## src/rtl/prog_seq_gen.sv

```systemverilog
// prog_seq_gen: programmable serial pattern source; emits pat_r LSB-first on Y.
// Latency: start edge -> first valid bit is 1 cycle; outputs depend on registers only.
// Backpressure: en=0 in RUN stalls idx, Y and valid; abort returns to ARMED.
//
// Ports:
//   clk, rst            clock, synchronous active-high reset
//   load/pat_i/len_i/loop_i  capture pattern, length-1 (clamped to PAT_W-1), loop mode
//   start               begin emission from ARMED
//   en                  consumer accepts Y; advances idx
//   abort               leave RUN for ARMED with no done/wrap pulse
//   Y/valid/idx         current bit, its qualifier and its index
//   st/busy/done/wrap   state code, RUN flag, one-shot end pulse, loop wrap pulse
module prog_seq_gen #(
   parameter int PAT_W = 16,
   parameter int IDX_W = 4
) (
   input  logic             clk,
   input  logic             rst,
   input  logic             load,
   input  logic [PAT_W-1:0] pat_i,
   input  logic [IDX_W-1:0] len_i,
   input  logic             loop_i,
   input  logic             start,
   input  logic             en,
   input  logic             abort,
   output logic             Y,
   output logic             valid,
   output logic [IDX_W-1:0] idx,
   output logic [1:0]       st,
   output logic             busy,
   output logic             done,
   output logic             wrap
);

   typedef enum logic [1:0] {
      S_IDLE  = 2'b00,
      S_ARMED = 2'b01,
      S_RUN   = 2'b10,
      S_DONE  = 2'b11
   } state_t;

   localparam logic [IDX_W-1:0] LEN_MAX = IDX_W'(PAT_W - 1);

   state_t           state_q, state_d;
   logic [PAT_W-1:0] pat_q, pat_d;
   logic [IDX_W-1:0] len_q, len_d;
   logic             loop_q, loop_d;
   logic [IDX_W-1:0] idx_q, idx_d;
   logic             wrap_q, wrap_d;

   logic [IDX_W-1:0] len_clamped;
   logic [PAT_W-1:0] pat_sh;

   // Lengths beyond the pattern register are clamped to its last bit.
   assign len_clamped = (len_i > LEN_MAX) ? LEN_MAX : len_i;

   // Shift instead of a variable bit-select so IDX_W may exceed clog2(PAT_W).
   assign pat_sh = pat_q >> idx_q;

   always_comb begin
      state_d = state_q;
      pat_d   = pat_q;
      len_d   = len_q;
      loop_d  = loop_q;
      idx_d   = idx_q;
      wrap_d  = 1'b0;
      case (state_q)
         S_IDLE: begin
            if (load) begin
               pat_d   = pat_i;
               len_d   = len_clamped;
               loop_d  = loop_i;
               state_d = S_ARMED;
            end
         end
         S_ARMED: begin
            // load wins over start when both are high
            if (load) begin
               pat_d  = pat_i;
               len_d  = len_clamped;
               loop_d = loop_i;
            end else if (start) begin
               idx_d   = '0;
               state_d = S_RUN;
            end
         end
         S_RUN: begin
            // abort has priority over en and suppresses done/wrap
            if (abort) begin
               idx_d   = '0;
               state_d = S_ARMED;
            end else if (en) begin
               if (idx_q == len_q) begin
                  idx_d = '0;
                  if (loop_q) begin
                     wrap_d = 1'b1;
                  end else begin
                     state_d = S_DONE;
                  end
               end else begin
                  idx_d = idx_q + 1'b1;
               end
            end
         end
         S_DONE: begin
            state_d = S_ARMED;
         end
         default: begin
            state_d = S_IDLE;
         end
      endcase
   end

   always_ff @(posedge clk) begin
      if (rst) begin
         state_q <= S_IDLE;
         pat_q   <= '0;
         len_q   <= '0;
         loop_q  <= 1'b0;
         idx_q   <= '0;
         wrap_q  <= 1'b0;
      end else begin
         state_q <= state_d;
         pat_q   <= pat_d;
         len_q   <= len_d;
         loop_q  <= loop_d;
         idx_q   <= idx_d;
         wrap_q  <= wrap_d;
      end
   end

   assign busy  = (state_q == S_RUN);
   assign valid = busy;
   assign Y     = busy & pat_sh[0];
   assign idx   = idx_q;
   assign st    = state_q;
   assign done  = (state_q == S_DONE);
   assign wrap  = wrap_q;

endmodule
```

## config.mk

```make
export PLATFORM = sky130hd
export DESIGN_NAME = prog_seq_gen
export DESIGN_NICKNAME = d
export VERILOG_FILES = /design/src/rtl/prog_seq_gen.sv
export SDC_FILE = /design/constraint.sdc
export NUM_CORES = 1
export LEC_CHECK = 0
export BUFFER_PORTS_ARGS = -buffer_cell sky130_fd_sc_hd__buf_2
export CAP_MARGIN = 20
export CORE_MARGIN = 8
export CORE_UTILIZATION = 50
export CTS_CLUSTER_DIAMETER = 40
export DETAILED_ROUTE_END_ITERATION = 12
export PLACE_DENSITY = 0.87
export SLEW_MARGIN = 15
export SYNTH_ARGS = -nofsm -noshare
export SYNTH_HDL_FRONTEND = slang
export SYNTH_SLANG_ARGS = --single-unit
```

## constraint.sdc

```tcl
create_clock -name clk -period 5.7 [get_ports clk]
set_input_delay 0.855 -clock clk [delete_from_list [all_inputs] [get_ports clk]]
set_output_delay 0.855 -clock clk [all_outputs]
set_load 0.005 [all_outputs]
```

Word level (Yosys, flattened, before mapping)
Cells that the tools add are included.
W data, S select, Z words.
Cells by class
  order comparisons: 1
  equality and inequality tests: 10
  reduce and logical (&&, ||, !) cells: 7
  multiplexer cells: 16
  bitwise gates (word level): 4
  add/subtract/negate cells: 1
  shift-type cells: 1
Operators with widths (number)
  $mux W4: 6
  $shr A16 B4 Y1: 1
  $mux W2: 7
  $pmux W2 S4: 1
  $pmux W4 S2: 1
  $ne A2 B2 Y1 const B: 3
  $ne A3 B3 Y1 const B: 2
  $reduce_and A6 Y1: 1
  $reduce_or A5 Y1: 1
  $add A4 B1 Y4 const B: 1
  $eq A2 B2 Y1 const B: 2
  $eq A4 B4 Y1: 1
  $gt A4 B4 Y1 const B: 1
  $reduce_and A4 Y1: 1
  $ne A3 B2 Y1 const B: 1
  $not A1 Y1: 3
  $eq A2 B1 Y1 const B: 1
  $logic_not A2 Y1: 1
  $reduce_and A2 Y1: 1
  $reduce_bool A2 Y1: 1
  $reduce_or A2 Y1: 1
  $and A1 B1 Y1: 1
  $mux W1: 1
Storage, ports and cells
  register bits after elaboration: 28
  input port bits: 27
  word-level logic and storage cells: 46

Longest topological paths before layout
  word-level depth: 5
  mapped depth: 6

Worst setup path before layout
No wires, ideal clock.
  path kind: register to output
  from: reg idx_q[0], in the netlist idx[0]
  to: out Y
  buffers on the path: 1
  arrival: 1638 ps
  required time: 4845 ps
  path slack: 3207 ps
  stages on the path, launching flop included: 5
  path through: dfxtp_1 > buf_6 > mux4_1 > mux4_2 > and2_1
Between the ends
  word-level cells in the longest chain between the ends: 2
RTL lines
  start, declared: line 48  | logic [IDX_W-1:0] idx_q, idx_d;
  start signal, assigned: line 127  | idx_q <= idx_d;
  $shr A16 B4 Y1: line 58  | assign pat_sh = pat_q >> idx_q;
  $and A1 B1 Y1: line 134  | assign Y = busy & pat_sh[0];
  end, declared: line 26  | output logic Y,
Every way passes these cells.

Final worst setup path
Ends and elaborated chain as after synthesis.

==> metrics <==
status=complete, no violations; clock root cell=clkbuf_4; drt total wl=2840 um; Clock transition at path regs=0.13 ns; Max Cap Viol=0; critical path arrival=2.25 ns; largest fanout on the critical path=9; Static Leak=0.692 nW; actual slew at the worst max-slew pin=0.664 ns; Final setup violation count=0; clock latency on the worst-skew pair=0.31 ns; die area=4630 sq um; post-route ant nets=0; DIE HEIGHT=68.1 um; hold_buf cts=0; routability cong.=0.749; CTS H-tree depth=1; WHS Endpoint=pat_q[5]; power density cells=345 nW/um^2; top cells by area, synth=dfxtp_1 (41%), nand2_1 (12%), a21oi_1 (8.5%); CTS Sinks=28; TritonCTS Buffers=3; Initial Utilization=50.9%; max-slew violations=0; CTS tree=built; drt pass-1 iters=5; clock period minus worst slack=3.11 ns; YS warnings=0; post-synthesis cell area=1360 sq um; Hold Startpoint=pat_q[5]; Placeable Area=2660 sq um; synthesized instance count=155; EDFF count, synth=0; via density per instance=5.27; CP max-delay cell=mux4_1; num rows=19; Setup TNS Final=0 ns; DRC violations left=0; PortBufs=37; vias in the first global route=1,061; HP Class=register to register; Setup crit end kind=output pin; register area share after synthesis=41.4%; reg-to-reg setup timing slack=3.58 ns; worst r2r src=st[0]; layout cells sized above 1=23.7%; first-pass GRT wire length=4640 um; post-cts gate resize count=0; period utilization=54.5%; final-report hold violation count=0; RSZ-0062 raised after global routing=no; I/O pins=38; crit path launch type=register; setup bufs post-CTS=0; Synth Flop Type=dfxtp_1; Design Power=0.536 mW; CP cell instances=mux4_1, mux4_2, and2_1, buf_2; max incr delay on CP=0.61 ns; Max VDD drop=225 uV; WL/cell=13.1 um; required time of the critical path=4.85 ns; DRT iter0 DRCs=33; via count=1,143; overall global routing resource usage=12.7%; fin util=58.3%; most common cell after layout, fill and taps aside=nand2_1; layout net count=221; CP Class=register to output pin; pin count of the biggest net entering global routing=27; Distinct cells, synth=30; worst flop-to-flop path endpoint=st[1]; Layout area overhead=14.6%; Synth area leader=dfxtp_1; Yosys top cell area share=41.4%; Hold Path Cell Cnt=2; max_slew headroom=55.7%; Worst Skew=0.00418 ns; Worst R2R Path Depth=6; Post-Syn Area per Cell=8.74 sq um; GRT overflow=0; #FFs+latches synth=28; Max Freq=322 MHz; most frequent cells in the layout=nand2_1 (42), buf_2 (37), dfxtp_1 (28); Syn Nets=188; # diodes=0; initial antenna violation count=0; Max clock buf depth=2; Detailed Place HPWL=2210 um; FFs w/ async S/R, synth=0%; die width=68.1 um
## logic make-up after synthesis
family,after synthesis,share of synthesized area [%]
simple gates,58,18.1
buf+inv,14,5.26
flops,28,41.4
xor+xnor,5,3.23
compound gates,37,15.8
fa+ha+maj,6,5.54
mux,7,10.7
## critical path: cells and delay by family, from the launching register on
| family | cells | cell delay, ns |
|---|---|---|
| buffers and inverters | 1 | 0.12 |
| AND/OR/NAND/NOR | 1 | 0.16 |
| multiplexers | 2 | 1.08 |
| flip-flops | 1 | 0.58 |
## through the flow
stage          hold WS (ns)  cells  cell area, sq um  worst slack [ns]
2_1_floorplan         0.432    155              1360              3.21
3_3_place_gp          0.438    214              1530              2.99
3_5_place_dp          0.443    214              1530              2.94
4_1_cts               0.461    217              1550              2.58
5_1_grt               0.487    217              1550              2.45
6_report              0.461    217              1550              2.59
## per-layer routing
layer | share of wire (%) | GRT usage [%] | vias up | wire length, um
li1 | - | - | 594 | -
met1 | 47 | 16.2 | 515 | 1340
met2 | 46 | 21.2 | 32 | 1290
met3 | 6.9 | 2.78 | 2 | 197
met4 | 0.53 | 3.07 | 0 | 15
met5 | 0 | 0 | - | 0
## synth_stat cells, types with 2 or more instances
cell type,n
nand2_1,42
dfxtp_1,28
a21oi_1,23
clkbuf_1,6
ha_1,6
nor2_1,5
a211oi_1,4
inv_1,4
o21ai_0,4
xor2_1,4
mux4_1,3
a21o_1,2
buf_6,2
mux4_2,2
nand3_1,2
nor2b_1,2
nor3b_1,2
or3_1,2
## layout make-up
type	instances	area, sq um
timing repair buffer	38	193
sequential	28	561
multi-input combinational	113	723
fill	263	1110
inverter	4	15.0
tap	31	38.8
clock buffer	3	22.5
## power by group
| part | total [mW] | internal (mW) | leakage (nW) | switching (mW) |
|---|---|---|---|---|
| clock network | 0.0763 | 0.0247 | 0.0138 | 0.0516 |
| logic | 0.200 | 0.0933 | 0.448 | 0.107 |
| registers | 0.260 | 0.227 | 0.229 | 0.0328 |
## worst max-delay path by stage
stage	from	end
2_1_floorplan	idx[0]	Y
3_3_place_gp	idx[0]	Y
3_5_place_dp	idx[0]	Y
4_1_cts	idx[0]	Y
5_1_grt	idx[0]	Y
6_report	idx[0]	Y
## state kept, by name (all words and copies together) (netlist names)
name,count
idx,4
len_q,4
loop_q,1
pat_q,16
st,2
wrap,1
(Power assumes the default switching activity.)
